**src/rtl/pipelined_checked_csel_adder_if.sv**
```systemverilog
// Operand/result bus for the checked carry-select adder: producer beats in, results and error status out.
interface pipelined_checked_csel_adder_if #(
  parameter int unsigned WIDTH     = 60,
  parameter int unsigned ERR_CNT_W = 8
);
  // Operand beat
  logic                 in_valid;
  logic                 in_ready;
  logic [WIDTH-1:0]     a;
  logic [WIDTH-1:0]     b;
  logic                 pa;
  logic                 pb;
  logic                 c_in;
  logic                 inj_fault;

  // Result beat
  logic                 out_valid;
  logic                 out_ready;
  logic [WIDTH-1:0]     s;
  logic                 c_out;
  logic                 s_par;
  logic                 err;

  // Error bookkeeping
  logic                 err_sticky;
  logic [ERR_CNT_W-1:0] err_count;
  logic                 err_clear;

  // Producer/consumer side
  modport master (
    output in_valid, a, b, pa, pb, c_in, inj_fault, out_ready, err_clear,
    input  in_ready, out_valid, s, c_out, s_par, err, err_sticky, err_count
  );

  // Adder side
  modport slave (
    input  in_valid, a, b, pa, pb, c_in, inj_fault, out_ready, err_clear,
    output in_ready, out_valid, s, c_out, s_par, err, err_sticky, err_count
  );
endinterface

```
**src/rtl/pipelined_checked_csel_adder.sv**
```systemverilog
// Pipelined carry-select adder with a complemented duplicate rail, operand parity checking,
// valid/ready flow control and sticky/saturating error reporting.
module pipelined_checked_csel_adder #(
  parameter int unsigned WIDTH     = 60,
  parameter int unsigned STAGES    = 2,
  parameter int unsigned ERR_CNT_W = 8
) (
  input logic                           clk,
  input logic                           rst,
  pipelined_checked_csel_adder_if.slave bus
);

  // Carry-select block partition: sizes 2,2,4,4,6,6,... from the LSB, last block truncated.
  function automatic int unsigned blk_lo(input int unsigned k);
    int unsigned lo;
    lo = 0;
    for (int unsigned i = 0; i < k; i++) lo += 2 * (i / 2 + 1);
    return lo;
  endfunction

  function automatic int unsigned blk_w(input int unsigned k);
    int unsigned lo;
    int unsigned w;
    lo = blk_lo(k);
    w  = 2 * (k / 2 + 1);
    return (lo + w > WIDTH) ? (WIDTH - lo) : w;
  endfunction

  function automatic int unsigned num_blk();
    int unsigned n;
    n = 0;
    for (int unsigned i = 0; i < WIDTH; i++) begin
      if (blk_lo(i) < WIDTH) n = i + 1;
    end
    return n;
  endfunction

  localparam int unsigned NBLK = num_blk();
  localparam int unsigned LAST = STAGES - 1;

  typedef struct packed {
    logic [WIDTH-1:0] s;
    logic             c;
    logic             sp;
    logic             err;
  } res_t;

  // Rail operands: index 0 is the true rail, index 1 the complemented duplicate.
  logic [1:0][WIDTH-1:0] op_a;
  logic [1:0][WIDTH-1:0] op_b;
  logic [1:0][WIDTH-1:0] rsum;
  logic [1:0]            rcin;
  logic [1:0]            rcout;
  logic [WIDTH-1:0]      dup_carry;

  assign op_a = {~bus.a, bus.a};
  assign op_b = {~bus.b, bus.b};
  assign rcin = {~bus.c_in, bus.c_in};

  // Two fully independent carry-select chains so a single fault cannot hit both rails.
  for (genvar r = 0; r < 2; r++) begin : g_rail
    for (genvar k = 0; k < NBLK; k++) begin : g_blk
      localparam int unsigned LO = blk_lo(k);
      localparam int unsigned BW = blk_w(k);

      logic          ci;
      logic          co;
      logic [BW:0]   sum0;
      logic [BW:0]   sum1;
      logic [BW:0]   sel;

      if (k == 0) begin : g_head
        assign ci = rcin[r];
      end else begin : g_link
        assign ci = g_blk[k-1].co;
      end

      // Both carry-in variants computed up front; the incoming carry only drives the mux.
      assign sum0 = {1'b0, op_a[r][LO +: BW]} + {1'b0, op_b[r][LO +: BW]};
      assign sum1 = {1'b0, op_a[r][LO +: BW]} + {1'b0, op_b[r][LO +: BW]} + {{BW{1'b0}}, 1'b1};
      assign sel  = ci ? sum1 : sum0;
      assign co   = sel[BW];
      assign rsum[r][LO +: BW] = sel[BW-1:0];

      // Per-bit carries of the duplicate rail feed the sum-parity prediction.
      if (r == 1) begin : g_cv
        assign dup_carry[LO +: BW] = sel[BW-1:0] ^ op_a[r][LO +: BW] ^ op_b[r][LO +: BW];
      end
    end

    assign rcout[r] = g_blk[NBLK-1].co;
  end

  logic [WIDTH-1:0] s_true;
  logic [WIDTH-1:0] s_dup;
  logic             c_true;
  logic             c_dup;
  logic             dup_mis_c;
  logic             par_a_err_c;
  logic             par_b_err_c;
  logic             s_par_c;
  res_t             res_c;

  assign s_true = rsum[0];
  assign c_true = rcout[0];
  // Test hook: corrupt the duplicate rail so the checker can be exercised in system.
  assign s_dup  = rsum[1] ^ WIDTH'(bus.inj_fault);
  assign c_dup  = rcout[1];

  // Rails must be exact complements; any agreeing bit is a fault.
  assign dup_mis_c   = (|(s_true ~^ s_dup)) | (c_true == c_dup);
  assign par_a_err_c = bus.pa != (^bus.a);
  assign par_b_err_c = bus.pb != (^bus.b);

  // Duplicate-rail carries are the complement of the true carries, so invert before folding.
  assign s_par_c = bus.pa ^ bus.pb ^ (^(~dup_carry));

  assign res_c = '{s: s_true, c: c_true, sp: s_par_c, err: dup_mis_c | par_a_err_c | par_b_err_c};

  // Flow control: the whole pipe advances together whenever the output is free or being taken.
  logic               en_c;
  logic               accept_c;
  logic               deliver_c;
  logic               err_ev_c;
  logic [STAGES-1:0]  vld;
  res_t               stg [STAGES];
  logic               sticky;
  logic [ERR_CNT_W-1:0] cnt;

  assign en_c      = ~vld[LAST] | bus.out_ready;
  assign accept_c  = bus.in_valid & en_c;
  assign deliver_c = vld[LAST] & bus.out_ready;
  assign err_ev_c  = deliver_c & stg[LAST].err;

  // Result pipeline; bubbles travel with the data and payload only reloads on an accepted beat.
  always_ff @(posedge clk) begin
    if (rst) begin
      vld <= '0;
      for (int unsigned i = 0; i < STAGES; i++) stg[i] <= '0;
    end else if (en_c) begin
      vld[0] <= accept_c;
      if (accept_c) stg[0] <= res_c;
      for (int unsigned i = 1; i < STAGES; i++) begin
        vld[i] <= vld[i-1];
        stg[i] <= stg[i-1];
      end
    end
  end

  // Error bookkeeping; a clear in the same cycle as an erroneous delivery leaves that one counted.
  always_ff @(posedge clk) begin
    if (rst) begin
      sticky <= 1'b0;
      cnt    <= '0;
    end else if (bus.err_clear) begin
      sticky <= err_ev_c;
      cnt    <= ERR_CNT_W'(err_ev_c);
    end else if (err_ev_c) begin
      sticky <= 1'b1;
      if (cnt != '1) cnt <= cnt + ERR_CNT_W'(1);
    end
  end

  assign bus.in_ready   = en_c;
  assign bus.out_valid  = vld[LAST];
  assign bus.s          = stg[LAST].s;
  assign bus.c_out      = stg[LAST].c;
  assign bus.s_par      = stg[LAST].sp;
  assign bus.err        = stg[LAST].err;
  assign bus.err_sticky = sticky;
  assign bus.err_count  = cnt;

endmodule

```
**src/flat_wrapper.sv**
```systemverilog
// flat-port wrapper written by rule: the top's interface ports become plain ports
module pipelined_checked_csel_adder_flat 
#(
  parameter int unsigned WIDTH     = 60,
  parameter int unsigned STAGES    = 2,
  parameter int unsigned ERR_CNT_W = 8
)
  (clk, rst, bus_in_valid, bus_a, bus_b, bus_pa, bus_pb, bus_c_in, bus_inj_fault, bus_out_ready, bus_err_clear, bus_in_ready, bus_out_valid, bus_s, bus_c_out, bus_s_par, bus_err, bus_err_sticky, bus_err_count);
  pipelined_checked_csel_adder_if #(.WIDTH(WIDTH), .ERR_CNT_W(ERR_CNT_W)) bus_i ();
  input logic clk;
  input logic rst;
  input wire logic [$bits(bus_i.in_valid)-1:0] bus_in_valid;
  input wire logic [$bits(bus_i.a)-1:0] bus_a;
  input wire logic [$bits(bus_i.b)-1:0] bus_b;
  input wire logic [$bits(bus_i.pa)-1:0] bus_pa;
  input wire logic [$bits(bus_i.pb)-1:0] bus_pb;
  input wire logic [$bits(bus_i.c_in)-1:0] bus_c_in;
  input wire logic [$bits(bus_i.inj_fault)-1:0] bus_inj_fault;
  input wire logic [$bits(bus_i.out_ready)-1:0] bus_out_ready;
  input wire logic [$bits(bus_i.err_clear)-1:0] bus_err_clear;
  output wire logic [$bits(bus_i.in_ready)-1:0] bus_in_ready;
  output wire logic [$bits(bus_i.out_valid)-1:0] bus_out_valid;
  output wire logic [$bits(bus_i.s)-1:0] bus_s;
  output wire logic [$bits(bus_i.c_out)-1:0] bus_c_out;
  output wire logic [$bits(bus_i.s_par)-1:0] bus_s_par;
  output wire logic [$bits(bus_i.err)-1:0] bus_err;
  output wire logic [$bits(bus_i.err_sticky)-1:0] bus_err_sticky;
  output wire logic [$bits(bus_i.err_count)-1:0] bus_err_count;
  assign bus_i.in_valid = bus_in_valid;
  assign bus_i.a = bus_a;
  assign bus_i.b = bus_b;
  assign bus_i.pa = bus_pa;
  assign bus_i.pb = bus_pb;
  assign bus_i.c_in = bus_c_in;
  assign bus_i.inj_fault = bus_inj_fault;
  assign bus_i.out_ready = bus_out_ready;
  assign bus_i.err_clear = bus_err_clear;
  assign bus_in_ready = bus_i.in_ready;
  assign bus_out_valid = bus_i.out_valid;
  assign bus_s = bus_i.s;
  assign bus_c_out = bus_i.c_out;
  assign bus_s_par = bus_i.s_par;
  assign bus_err = bus_i.err;
  assign bus_err_sticky = bus_i.err_sticky;
  assign bus_err_count = bus_i.err_count;
  pipelined_checked_csel_adder #(.WIDTH(WIDTH), .STAGES(STAGES), .ERR_CNT_W(ERR_CNT_W)) u_core (.clk(clk), .rst(rst), .bus(bus_i));
endmodule
```
**config.mk**
```make
export PLATFORM = sky130hd
export DESIGN_NAME = pipelined_checked_csel_adder_flat
export DESIGN_NICKNAME = d
export VERILOG_FILES = /design/src/rtl/pipelined_checked_csel_adder_if.sv /design/src/rtl/pipelined_checked_csel_adder.sv /design/src/flat_wrapper.sv
export SDC_FILE = /design/constraint.sdc
export NUM_CORES = 1
export LEC_CHECK = 0
export BUFFER_PORTS_ARGS = -buffer_cell sky130_fd_sc_hd__buf_2
export CAP_MARGIN = 0
export CORE_MARGIN = 2
export CORE_UTILIZATION = 28
export DETAILED_ROUTE_END_ITERATION = 10
export GPL_TIMING_DRIVEN = 0
export PLACE_DENSITY = 0.52
export SLEW_MARGIN = 20
export SYNTH_ARGS = -nofsm -noshare
export SYNTH_HDL_FRONTEND = slang
export SYNTH_SLANG_ARGS = --single-unit
```
**constraint.sdc**
```tcl
create_clock -name clk -period 10.8 [get_ports clk]
set_input_delay 2.7 -clock clk [delete_from_list [all_inputs] [get_ports clk]]
set_output_delay 2.7 -clock clk [all_outputs]
set_load 0.01 [all_outputs]
```
## Word level (Yosys, flattened, before mapping)

Memory sizes are Yosys's and may differ from the RTL's.
Cells that the tools add are included.

- Output and inout bits: 74
- Logic and storage cells: 132
- Bits of input ports: 129
- Memories kept: 1
- Bits in writable memories: 126
- Register bits: 11

- Equality and inequality tests: 4
- Add/subtract/negate cells: 41
- Muxes and demuxes: 36
- Bitwise logic cells: 37
- Reduce and logical (&&, ||, !) cells: 9

Memory list:

| name | depth | bits a word | read ports | clocked after Yosys merged registers in | wr ports | line | text |
|---|---|---|---|---|---|---|---|
| u_core.stg | 2 | 63 | 2 | 0 | 2 | pipelined_checked_csel_adder.sv:126 | `res_t stg [STAGES];` |

Operators with widths:

| operator | count |
|---|---|
| 60-bit inverter | 3 |
| 60-bit parity | 3 |
| 63-bit two-way mux | 2 |
| 60-bit OR reduction | 1 |
| 60-bit XNOR | 1 |
| 60-bit by 1-bit bitwise XOR with 60-bit output | 1 |
| 10-bit by 10-bit adder with 11-bit output | 4 |
| 11-bit by 1-bit adder with 11-bit output, second input constant | 4 |
| 11-bit two-way mux | 4 |
| 10-bit bitwise XOR | 4 |
| 8-bit by 8-bit adder with 9-bit output | 4 |
| 9-bit by 1-bit adder with 9-bit output, second input constant | 4 |
| 9-bit two-way mux | 4 |
| 8-bit bitwise XOR | 4 |
| 6-bit by 6-bit adder with 7-bit output | 4 |
| 7-bit by 1-bit adder with 7-bit output, second input constant | 4 |
| 7-bit two-way mux | 4 |
| 6-bit bitwise XOR | 4 |
| 4-bit by 4-bit adder with 5-bit output | 4 |
| 5-bit by 1-bit adder with 5-bit output, second input constant | 4 |
| 5-bit two-way mux | 4 |
| 4-bit bitwise XOR | 4 |
| 1-bit two-way mux | 14 |
| 2-bit by 2-bit adder with 3-bit output | 4 |
| 14 further kinds | 34 |

## Logic depth before layout (Yosys ltp)

Gate-level depths: netlist of the first run.

- Depth in word-level cells: 20
- Depth in mapped cells: 25
- Mapped depth without buffers: 23

## Worst setup path before layout of the first run

No wires, ideal clock.

- Path type: in2reg
- Start point: input bus_b[0]
- End point: memory u_core.stg[0][0] (netlist bit), data pin
- Setup slack: 2525 ps
- Library setup time: 270 ps
- Arrival time: 8005 ps
- Cell stages on the path: 22
- Data required time: 10530 ps
- Path buffers: 0
- Cells stage by stage: ha_1 inv_1 fa_1 inv_1 ha_1 a21bo_1 and3_1 xnor2_2 nand4_1 nand3_1 mux2i_1 mux2i_2 mux2i_2 mux2i_2 mux2_2 o21a_1 nor2_1 nand2_1 xor2_1 xnor2_1 a2111oi_0 a21oi_1

RTL lines:

| what | line | text |
|---|---|---|
| start, declared | flat_wrapper.sv:14 | `input wire logic [$bits(bus_i.b)-1:0] bus_b;` |
| end, declared | pipelined_checked_csel_adder.sv:126 |  |

==> results of run 1 <==
## per-layer routing
| layer | vias to the layer above | global-route usage |
|---|---|---|
| met1 | 6086 | 0.228 |
| met5 | - | 0 |
| met3 | 47 | 0.0278 |
| met2 | 287 | 0.270 |
| met4 | 14 | 0.0353 |
| li1 | 6498 | - |
## worst max-delay path by stage
stage,startpoint,cells past startpoint,endpoint,slack [ns]
5_1_grt,bus_a[1],22,u_core.stg[0][0],0.68
6_report,bus_a[1],22,u_core.stg[0][0],1.16
3_3_place_gp,bus_a[1],22,u_core.stg[0][0],0.82
3_5_place_dp,bus_a[1],22,u_core.stg[0][0],0.72
4_1_cts,bus_a[1],22,u_core.stg[0][0],1.15
2_1_floorplan,bus_b[0],22,u_core.stg[0][0],2.52
## cells in the mapped netlist, drive strengths merged (5+ instances only)
library cell / number / area (sq um)
ha: 137 / 1710
nand3: 42 / 210
nand4: 26 / 163
xnor2: 282 / 2490
nand3b: 5 / 37.5
and4: 8 / 70.1
nor3: 26 / 135
nand2: 67 / 251
nor4: 10 / 62.6
nor3b: 6 / 45.0
xor2: 90 / 788
a221o: 6 / 60.1
and2: 87 / 547
o31ai: 5 / 37.5
a21oi: 94 / 478
nor4b: 5 / 43.8
nand2b: 22 / 138
a211oi: 12 / 90.1
inv: 197 / 739
dfxtp: 11 / 220
or3: 13 / 81.3
fa: 20 / 400
a211o: 7 / 61.3
o21ai: 42 / 210
edfxtp: 126 / 3780
xnor3: 24 / 541
mux2i: 22 / 248
o21bai: 26 / 195
buf: 69 / 497
a22oi: 5 / 37.5
nor2: 117 / 439
and3: 30 / 188
o211ai: 9 / 67.6
clkbuf: 37 / 139
o21a: 7 / 52.6
mux2: 7 / 82.6
a21o: 41 / 308
nor2b: 20 / 135
## final cells by class
cell class | count | share of cell area
diodes | 4 | 0.000532
plain buffers | 106 | 0.0338
clock buffers | 23 | 0.0277
clock inverters | 9 | 0.00313
inverters | 198 | 0.0395
multi-input cells | 1364 | 0.576
flip-flops and latches | 137 | 0.213
well taps | 765 | 0.0509
repair buffers | 203 | 0.0556
## worst min-delay path: stages, from the launching register on
cell and delay, ns:
sky130_fd_sc_hd__dfxtp_1 0.31, sky130_fd_sc_hd__nand2_1 0.05, sky130_fd_sc_hd__a21oi_1 0.06
## stage by stage
stage / worst slack, ns / instances / utilization / total power [mW] / hold WS (ns)
floorplan: 2.52 / 1805 / - / 2.55 / 0.437
global placement: 0.818 / 2771 / 0.316 / 3.09 / 0.444
detailed placement: 0.724 / 2773 / 0.317 / 3.10 / 0.467
CTS: 1.15 / 2805 / 0.327 / 3.69 / 0.475
global route: 0.679 / 2806 / 0.327 / 3.88 / 0.502
finish: 1.16 / 2809 / 0.327 / 3.66 / 0.469
## where the power goes
group          total, mW  internal (mW)  switching [mW]
combinational       2.40           1.34            1.06
sequential         0.686          0.667          0.0192
clock              0.573          0.340           0.233
## registers in the layout, summed over array words and instances (netlist names)
name and cells:
u_core.bus.err_count 8, u_core.vld 2, u_core.stg 126, u_core.bus.err_sticky 1
## kinds of logic after synthesis
kind of cell	count (synthesis)
adder cells (fa/ha/maj)	157
AND/OR/NAND/NOR	496
flip-flops	137
buffers and inverters	304
XOR/XNOR	398
multiplexers	29
AO/OA/AOI/OAI	284
==> reports/summary.md, run 1 <==
Walking the worst path, the cells encountered are buf_2 > inv_1 > fa_1 > inv_1 > ha_1 > a21bo_1 > and3_1 > xnor2_2 > nand4_1 > nand3_1 > mux2i_1 > mux2i_2 > mux2i_2 > mux2i_2 > mux2_2 > o21a_1 > nor2_1 > and4_1 > xnor2_1 > xnor2_1 > a2111oi_0 > a21oi_1. The number of port buffers works out to 201. On the critical path, the stage with the largest delay is an instance of sky130_fd_sc_hd__mux2i_2. The share of the synthesized netlist area taken by xor and xnor gates came out at 0.239.

The final weighted congestion in routability-driven placement was 0.887. Summing all flip-flop and latch instances after layout gives 0.00400 sq mm. TritonCTS created 17 clock buffers. Worst min-delay path startpoint: u_core.vld[0]. For the final routed database, the setup TNS stands at 0 ns. The hold path depth was 2. Dividing total power by cell area gives a power density of 195 mW/mm^2. The number of buffer and inverter instances along the worst setup path was 3. Most common cell after layout, fill and taps aside: sky130_fd_sc_hd__xnor2_1. In this run the deepest clock path goes through 2 buffers. The setup violation total in the final timing report is 0, and the count of flip-flops with a built-in enable after synthesis is 126. The number of global-route vias before repair was 12,700. The run gives 0.282 as the initial core utilization. The H-tree was split into 4 levels. The number of synthesized register bits is 137.

The tools report the critical path startpoint category as an input port. Mean routed wirelength per cell: 17.7 um. The total count of hold-check failures in the final report is 0. For the standard-cell row count, the log shows 88. The total area inside the core boundary comes to 0.0575 sq mm.

Summed over all layers, the routed wires come to 49.7 mm. Synthesis instantiated 75 different standard cells from the library. The logs give 6 for the number of detailed-route iterations in the first pass and 22.7 mm for the met2 layer wire length in the routed design. The largest family of logic cells by synthesized area was XOR/XNOR gates.

Entering global routing, the biggest net connects 42 pins. Destination of the worst register-to-register timing path: u_core.stg[0][41]. Buffers inserted to repair hold after CTS numbered 0. The highest layer touched by signal routing is met5.

For this run, the number of Yosys warnings is 0. For hold timing, the worst endpoint is u_core.vld[0]. In the routed design, unresolved DRC markers number 0. The height of the chip came out at 245 um.

The tools report the startpoint of the worst-slack reg-to-reg timing path as u_core.vld[1]. The total placed instance area is 0.0182 sq mm. The ratio of cells with drive above 1 in the final layout works out to 0.166. The number of cells produced by synthesis is 1,805.

Adder-cell share of the synthesized area: 0.131. The max-slew violation count was 0. The biggest fanout along the worst timing path was 8; the shortest period the worst path allows was 9.64 ns.

The critical path's most frequent cell was sky130_fd_sc_hd__mux2i_2. The cell count of the worst reg-to-reg path was 6; the via count was 12,900. The clock sink count was 137; the number of nets in the synthesized netlist was 2,091. The area growth from synthesis to layout is 16.1%. The headroom to the max-slew limit was 0.313; the post-synthesis instance area was 0.0162 sq mm. The tools report the kind of end point of the critical path as a flip-flop. The overall fraction of global-route tracks in use is 0.165.

The final critical-path share of the clock period was 0.892. The setup slack of the most critical reg-to-reg path is 7.80 ns. The post-DP HPWL is 43.0 mm, and the length of routed met3 wiring is 2.44 mm.

The multi-input combinational cells in the finished layout cover a total of 0.0108 sq mm. The post-synthesis compound-gate area fraction is 0.114, and the clock transition time at the flip-flop clock pins of the worst setup and hold paths is 0.05 ns. The synthesized area divided by synthesized cell count is 8.97 sq um.

The data required time at the worst endpoint was 10.92 ns. Among all flip-flop cells after synthesis, the most frequent one is sky130_fd_sc_hd__edfxtp_1. The kind of cell adding the most delay to the critical path is multiplexers.

Type of the most critical hold path: flip-flop to flip-flop. For the worst-skew pair, the clock arrives at the later sink with an insertion delay of 0.45 ns. The area of all placed cells without fillers came out at 0.0188 sq mm. The tool flagged a number of max-cap violations equal to 0.

The multiplexer area fraction after synthesis was 0.0204; the worst stage delay on the critical path was 0.59 ns. VDD sags by at most 0.397 mV. In this run the remaining antenna-violating nets after routing total 0. The first-pass GRT wire length is 74.8 mm, and the worst-margin pin slew is 1.03 ns.

For this design the static power due to leakage is 8.49 nW. The post-CTS setup buffer count came out at 0. The setup skew after layout came out at 0.0194 ns. The logs give 2,313 for the number of nets in the final layout and 23.8 mm for the met1 wire length. The async set-reset flop share out of synthesis is 0, and the share of synthesized area occupied by flip-flops and latches is 0.247. The run gives 10 as the initial antenna violation count. Pin placement for this block handled 203 I/O pins. The die covers 0.0598 sq mm. The post-synthesis share of cell area spent on and, or, nand and nor gates was 0.163. Setup repair after global routing left no endpoint under its margin. The filler cells instantiated in the layout total 6,024. The first routing iteration left 912 violations.

The run finished with clean final reports. STA puts the critical path data arrival time at 9.76 ns. The clock tree root buffer cell was sky130_fd_sc_hd__clkbuf_16. TritonCTS built the clock tree. For this run the aggregate overflow at the end of global routing stands at 0. The critical path start-end classification was input port to flip-flop. After clock tree synthesis, the repair step resized 0 gates. Leaving out fill and tap cells, the most frequent cells in the layout are sky130_fd_sc_hd__xnor2_1 (279), sky130_fd_sc_hd__buf_2 (208), sky130_fd_sc_hd__inv_1 (195). Timing would allow up to 0.104 GHz.

Dividing the detail-routed via count by the number of cells gives 4.60. The die extent in x came out at 245 um.
No activity file was read; power rests on OpenSTA's default activity.
==> run 2: changes to the inputs <==
- BUFFER_PORTS_ARGS: -buffer_cell sky130_fd_sc_hd__buf_2 -> -buffer_cell sky130_fd_sc_hd__buf_4
==> run 2 against run 1 <==
  * Sequential power hardly changed
  * Global-route usage grew 0.056 points
  * Non-clock buffer count stayed put
  * First-iteration DRC count fell by 1.9%
  * Wire length is 0.30% lower
  * Sequential share of layout area is 0.61 points lower
  * Critical path depth increased by 1
  * Flip-flop and latch count is the same
  * Final cell count shrank 0.11%
  * Maximum frequency rose by 0.92%
  * Register-to-register slack gained 0.03 ns
  * Die area did not move
==> reports/summary.md, run 2 (synthesis gave the netlist of run 1 again) <==
The flow ran to the end, and the final reports show no timing, DRC or antenna violations. The critical path startpoint category is an input port. In this run the static leakage power is 8.63 nW.

The clock net in this run drives a total of 137 sinks. The worst stage delay on the critical path is 0.60 ns. The clock latency on the worst-skew pair was 0.44 ns. The kind of end point of the critical path is a flip-flop. The tools report the hold-critical path endpoint as u_core.vld[0]. Of all nets on the critical path, the largest fanout is 8. The share of power burned in combinational logic is 0.652, and the setup skew after layout is 0.0165 ns. The startpoint identified for the worst register-to-register timing path is u_core.vld[1]. The die extent in x is 245 um. Total negative slack: 0 ns. For the worst setup path, the data required time is 10.92 ns. Hold timing on the final database bottoms out at a slack of 0.459 ns.

Starting DRC count in detailed routing: 895. The floorplan step set the die height to 245 um. Relative to the synthesized area, the layout overhead comes to 19.5%. At the pin with the least slew margin, the transition time is 0.975 ns.

The hold path depth was 2. The first global-routing pass estimated 75.2 mm of wire. Among all stages on the critical path, the largest delay is contributed by sky130_fd_sc_hd__mux2i_2.

The number of port buffers works out to 201. Among the stages of the critical path, the cell type that occurs most often is sky130_fd_sc_hd__mux2i_2. The floorplan step defined a die boundary enclosing 0.0598 sq mm.

The final antenna-violating net count is 0, and the initial core utilization is 0.282. The critical path is of the input port to flip-flop type. For this design, the CTS-stage hold fixing added 0 buffers.

No sink is reached through more buffers than the 2 on the longest clock path. Max-cap violations in this run came to 0. The area occupied by registers was 0.00400 sq mm.

Clock tree synthesis selected as its root buffer the cell sky130_fd_sc_hd__clkbuf_16. The total count of hold-check failures in the final report came out at 0. In this run the register-to-register setup slack is 7.83 ns. The run gives 0 as the max-slew violation count. Setup violations remaining at the end of the flow were counted as 0.

The register with the most flip-flops was u_core.stg. The cell count of the worst reg-to-reg path was 6. The logs give 0.105 GHz for the upper clock frequency limit and 12,900 for the via count.

The number of buffer and inverter instances along the worst setup path works out to 3. Entering global routing, the biggest net connects 38 pins. Worst min-delay path startpoint: u_core.vld[0]. After legalization and detailed placement, the total HPWL measured 43.0 mm. The switching power came out at 1.31 mW.

Traced cell by cell, the critical path runs through buf_4 > ha_1 > inv_1 > fa_1 > inv_1 > ha_1 > a21bo_1 > and3_1 > xnor2_2 > nand4_1 > nand3_1 > mux2i_1 > mux2i_2 > mux2i_2 > mux2i_2 > mux2_2 > o21a_1 > nor2_1 > and4_1 > xnor2_1 > xnor2_1 > a2111oi_0 > a21oi_1. The logs give 0.881 for the final weighted congestion in routability-driven placement and 0 for the total global routing overflow. The tools report the core occupancy in the finished layout as 0.337. STA puts the critical path data arrival time at 9.67 ns.

The internal cell power is 2.42 mW, and the areal power density over the cells is 193 mW/mm^2. 203 I/O pins were placed. For the overall fraction of global-route tracks in use, the log shows 0.166. The tightest min-delay check is of the flip-flop to flip-flop type. The ratio of routed vias to standard cells works out to 4.60. For the power after layout, the log shows 3.73 mW. The layout has 5,957 filler cells. The area taken by multi-input logic gates was 0.0108 sq mm. The clock tree synthesis step divided the H-tree into 4 levels. The ratio of cells with drive above 1 in the final layout was 0.166; the clock transition time at the flip-flop clock pins of the worst setup and hold paths was 0.06 ns. The net count of the finished layout is 2,313. The headroom to the max-slew limit came out at 0.350. Gates resized during post-CTS repair numbered 0. The kind of cell adding the most delay to the critical path is multiplexers. Leaving out fill and tap cells, the most frequent cells in the layout are sky130_fd_sc_hd__xnor2_1 (279), sky130_fd_sc_hd__buf_4 (262), sky130_fd_sc_hd__inv_1 (195). In the final routed layout, each cell accounts on average for 17.7 um.

In the routed design, unresolved DRC markers number 0. The number of flip-flops under the largest register name is 126, and the switching share of total power is 0.352. Before antenna repair, the detailed router went through 5 iterations. Wires add up to 49.6 mm. Number of global-route vias before repair: 12,600. The area of the core region came out at 0.0575 sq mm. The part of the total power dissipated in the clock network was 0.164. Initial antenna violation count: 2. The clock period could shrink to 9.55 ns. VDD sags by at most 0.361 mV. The clock buffer count from CTS came out at 17.

Leaving out fill and tap cells, the most frequent cell in the layout is sky130_fd_sc_hd__xnor2_1. The floorplan has 88 rows. The tools report the post-CTS setup buffer count as 0.

Destination of the worst register-to-register timing path: u_core.stg[0][41]. TritonCTS built the clock tree. Final critical-path share of the clock period: 0.884. Setup repair after global routing left no endpoint under its margin. The tools report the sequential power share as 0.184.
[run 2: cell count changes in the layout (fill, tap and decap cells not counted), sizes merged]
cell | previous run | this run
clkbuf | 60 | 63
diode | 4 | 1
clkinv | 6 | 4
inv | 200 | 199
[run 2: worst max-delay path by stage]
| stage | start | endpoint | depth (start not counted) |
|---|---|---|---|
| final | bus_b[0] | u_core.stg[0][0] | 23 |
| after global placement | bus_b[0] | u_core.stg[0][0] | 23 |
| after detailed placement | bus_b[0] | u_core.stg[0][0] | 23 |
| after CTS | bus_b[0] | u_core.stg[0][0] | 23 |
| after floorplan | bus_b[0] | u_core.stg[0][0] | 22 |
| after global routing | bus_b[0] | u_core.stg[0][0] | 23 |
[run 2: power groups by stage]
| stage | clock (mW) | sequential, mW | combinational, mW |
|---|---|---|---|
| floorplan | 0 | 0.688 | 1.87 |
| global placement | 0 | 0.699 | 2.42 |
| detailed placement | 0 | 0.698 | 2.44 |
| CTS | 0.628 | 0.687 | 2.45 |
| global route | 0.650 | 0.692 | 2.60 |
| finish | 0.613 | 0.685 | 2.43 |
[run 2: final cells by class]
class                      instances  share of cell area
sequential                       137               0.207
clock inverter                     6             0.00200
clock buffer                      26              0.0308
multi-input combinational       1364               0.560
antenna                            1            0.000129
buffer                           106              0.0328
inverter                         198              0.0384
timing repair buffer             203              0.0800
tap                              765              0.0494
[run 2: layer usage]
metal  part of all wire  vias to the layer above  wire length [um]  track usage
met5            0.00026                        -                13            0
met4              0.023                        2              1140       0.0443
met3              0.047                       44              2320       0.0235
met2               0.45                      301             22100        0.264
met1               0.48                     6066             24000        0.234
li1                   -                     6493                 -            -
[run 2: through the flow]
step / setup slack (ns) / instances / instance area (sq um)
6_report: 1.25 / 2806 / 19400
5_1_grt: 0.835 / 2806 / 19400
4_1_cts: 1.30 / 2805 / 19400
3_5_place_dp: 0.893 / 2773 / 18700
3_3_place_gp: 0.905 / 2771 / 18700
2_1_floorplan: 2.52 / 1805 / 16200
[run 2: worst min-delay path: cells and delay by family, from the launching register on]
family	cells	cell delay (ns)
AO/OA/AOI/OAI	1	0.05
flip-flops	1	0.31
AND/OR/NAND/NOR	1	0.05
==> run 3: changes to the inputs <==
- BUFFER_PORTS_ARGS: -buffer_cell sky130_fd_sc_hd__buf_4 -> default
- CORE_ASPECT_RATIO: default -> 1.2
- CTS_CLUSTER_DIAMETER: default -> 30
- DONT_BUFFER_PORTS: default -> 1
- PLACE_DENSITY: 0.52 -> 0.49
==> run 3 against run 2 <==
  * Clock power down 1%
  * Count of clock-buffer cells in the layout down 9
  * Combinational power down 5%
  * Clock skew down 0.0018 ns
  * First-iteration DRC count down 18%
  * Total power down 3.2%
  * Critical path depth down 1
  * Maximum frequency down 2.4%
  * Flip-flop and latch count unchanged
  * Die area about the same
  * Cell area down 8.2%
  * Critical path type unchanged
  * Core utilization down 2.6 points
==> reports/summary.md, run 3 (synthesis gave the netlist of run 1 again) <==
The met1 wire length is 21.3 mm, and the total count of hold-check failures in the final report is 0. The core occupancy in the finished layout is 0.311. The number of buffers added to fix hold violations after cts is 0, and the areal power density over the cells is 203 mW/mm^2.

The tightest min-delay check is of the flip-flop to flip-flop type. The length of routed met3 wiring was 3.19 mm. The clock drives 137 sinks. In this run the core area contains 96 standard-cell rows. For the headroom to the max-slew limit, the log shows 0.314.

The clock buffer count from CTS came out at 17. The later pin in the worst-skew pair is clocked with a latency of 0.43 ns. The register with the most flip-flops in the layout has 126 of them. The register with the most flip-flops is u_core.stg. The worst-case IR drop observed on VDD is 0.234 mV. The number of global-route vias before repair was 12,100.

Largest net degree at the start of global routing: 45. The relative area change from synthesis to final layout is 9.76%, and the die extent in x is 224 um. The cell sitting at the root of the clock tree is a sky130_fd_sc_hd__clkbuf_16. The tools report the die outline area as 0.0598 sq mm. The first TritonRoute pass finished after 5 iterations. Across all setup checks in the final design, the least slack found is 1.02 ns.

After legalization and detailed placement, the total HPWL measured 42.7 mm. The worst register-to-register path begins at u_core.vld[1]. In this run the tool buffered the top-level ports with 0 buffer cells. The ratio of cells with drive above 1 in the final layout was 0.0740. Max-cap violations in this run came to 0. The number of nets in the final layout is 2,112. Total global routing overflow: 0. The height of the chip was 267 um.

The tools report the critical path startpoint category as an input port. The logs give 0.283 for the initial core utilization and 7.61 nW for the static leakage. TritonCTS built the clock tree. After routing the design area is 0.0178 sq mm. For the max-slew violation count, the log shows 0. The logs give 0 for the setup violation total in the final timing report and 0.905 for the final weighted congestion in routability-driven placement.

Using the TritonRoute via totals, the vias-per-cell ratio works out to 4.70. Number of inserted filler cells in the final layout: 5,960. The run finished with clean final reports. The most critical setup path has its startpoint at bus_b[0]. Clock transition time at the flip-flop clock pins of the worst setup and hold paths: 0.06 ns.

The shortest period the worst path allows came out at 9.78 ns. Leaving out fill and tap cells, the most frequent cell in the layout is sky130_fd_sc_hd__xnor2_1. The total placed instance area is 0.0172 sq mm. Leaving out fill and tap cells, the most frequent cells in the layout are sky130_fd_sc_hd__xnor2_1 (279), sky130_fd_sc_hd__inv_1 (195), sky130_fd_sc_hd__ha_1 (137).

For this run, design rule violations remaining after detail routing come to 0. On the final layout, the worst clock skew is 0.0147 ns. On the worst path, the slowest cell contributes a delay of 0.74 ns. The tools report the worst hold margin as 0.469 ns.

The first routing iteration left 738 violations. Static timing analysis puts the maximum clock frequency at 0.102 GHz. The overall fraction of global-route tracks in use was 0.165. The worst setup path is of the input port to flip-flop kind. The biggest fanout along the worst timing path was 8; the first-pass GRT wire length was 73.6 mm.

In this design, the critical path's most frequently occurring cell is sky130_fd_sc_hd__mux2i_2. The routed design has 49.4 mm of wire. Data on the critical path arrives at its endpoint at 9.89 ns. Setup repair after global routing left no endpoint under its margin. The kind of end point of the critical path is a flip-flop.

Cell with the largest stage delay on the worst path: sky130_fd_sc_hd__a2111oi_0. The met2 layer wire length in the routed design is 22.8 mm. The maximum root-to-sink buffer count came out at 2. In the final routed layout, each cell accounts on average for 19.2 um.

The worst-margin pin slew was 1.03 ns. Data on the critical path is required at its endpoint by 10.91 ns. The tools report the initial antenna violation count as 0. The signal on the critical path passes through ha_1 > inv_1 > fa_1 > inv_1 > ha_1 > a21bo_1 > and3_1 > xnor2_2 > nand4_1 > nand3_1 > mux2i_1 > mux2i_2 > mux2i_2 > mux2i_2 > mux2_2 > o21a_1 > nor2_1 > and4_1 > xnor2_1 > xnor2_1 > a2111oi_0 > a21oi_1. Boundary pin count: 203. In this run the most critical hold path is launched from u_core.vld[0]. The logs give 0.523 ns for the pre-CTS setup slack and 0.0572 sq mm for the area of the core region.

The H-tree generated during clock tree synthesis spans 4 levels. After clock tree synthesis, the setup repair step added 0 buffers. The final critical-path share of the clock period came out at 0.906. In this run, post-CTS repair resized a total of 0 instances.

The final antenna-violating net count was 0. For the via count, the log shows 12,100. 0 antenna diodes ended up in the layout.

The highest layer touched by signal routing is met4. Setup total negative slack on the finished layout was measured at 0 ns.
run 3: critical path, delay by kind of cell:
| family | cells | cell delay (ns) |
|---|---|---|
| AND/OR/NAND/NOR | 5 | 1.63 |
| buffers and inverters | 2 | 0.11 |
| multiplexers | 5 | 2.31 |
| adder cells (fa/ha/maj) | 3 | 0.89 |
| XOR/XNOR | 3 | 0.71 |
| AO/OA/AOI/OAI | 4 | 1.52 |
run 3: cell type report:
| cell class | instances | area, sq um | area share |
|---|---|---|---|
| inverters | 198 | 743 | 0.0418 |
| clock inverters | 14 | 173 | 0.00971 |
| multi-input cells | 1364 | 10800 | 0.609 |
| well taps | 735 | 920 | 0.0517 |
| flip-flops and latches | 137 | 4000 | 0.225 |
| clock buffers | 17 | 425 | 0.0239 |
| plain buffers | 106 | 636 | 0.0358 |
| repair buffers | 2 | 47.5 | 0.00267 |
run 3: power breakdown:
part           switching [mW]  internal, mW  leakage (nW)
registers              0.0197         0.667          1.51
logic                    1.01          1.31          5.82
clock network           0.242         0.364         0.285
total                    1.27          2.34          7.61
run 3: worst paths after layout:
kind	cells after the start	slack, ns	to
setup / recovery	22	1.02	u_core.stg[0][0]
hold / removal	2	0.47	u_core.vld[0]
setup reg to reg	6	7.82	u_core.stg[0][0]
hold reg to reg	2	0.47	u_core.vld[0]
run 3: routing by layer:
metal,vias up,global-route usage
li1,6087,-
met1,5657,0.201
met2,287,0.273
met3,56,0.0405
met4,0,0.0751
met5,-,0
run 3: through the flow:
step / power, mW / std cells
6_report: 3.61 / 2573
5_1_grt: 3.81 / 2573
4_1_cts: 3.66 / 2573
3_5_place_dp: 3.03 / 2542
3_3_place_gp: 3.03 / 2540
2_1_floorplan: 2.55 / 1805
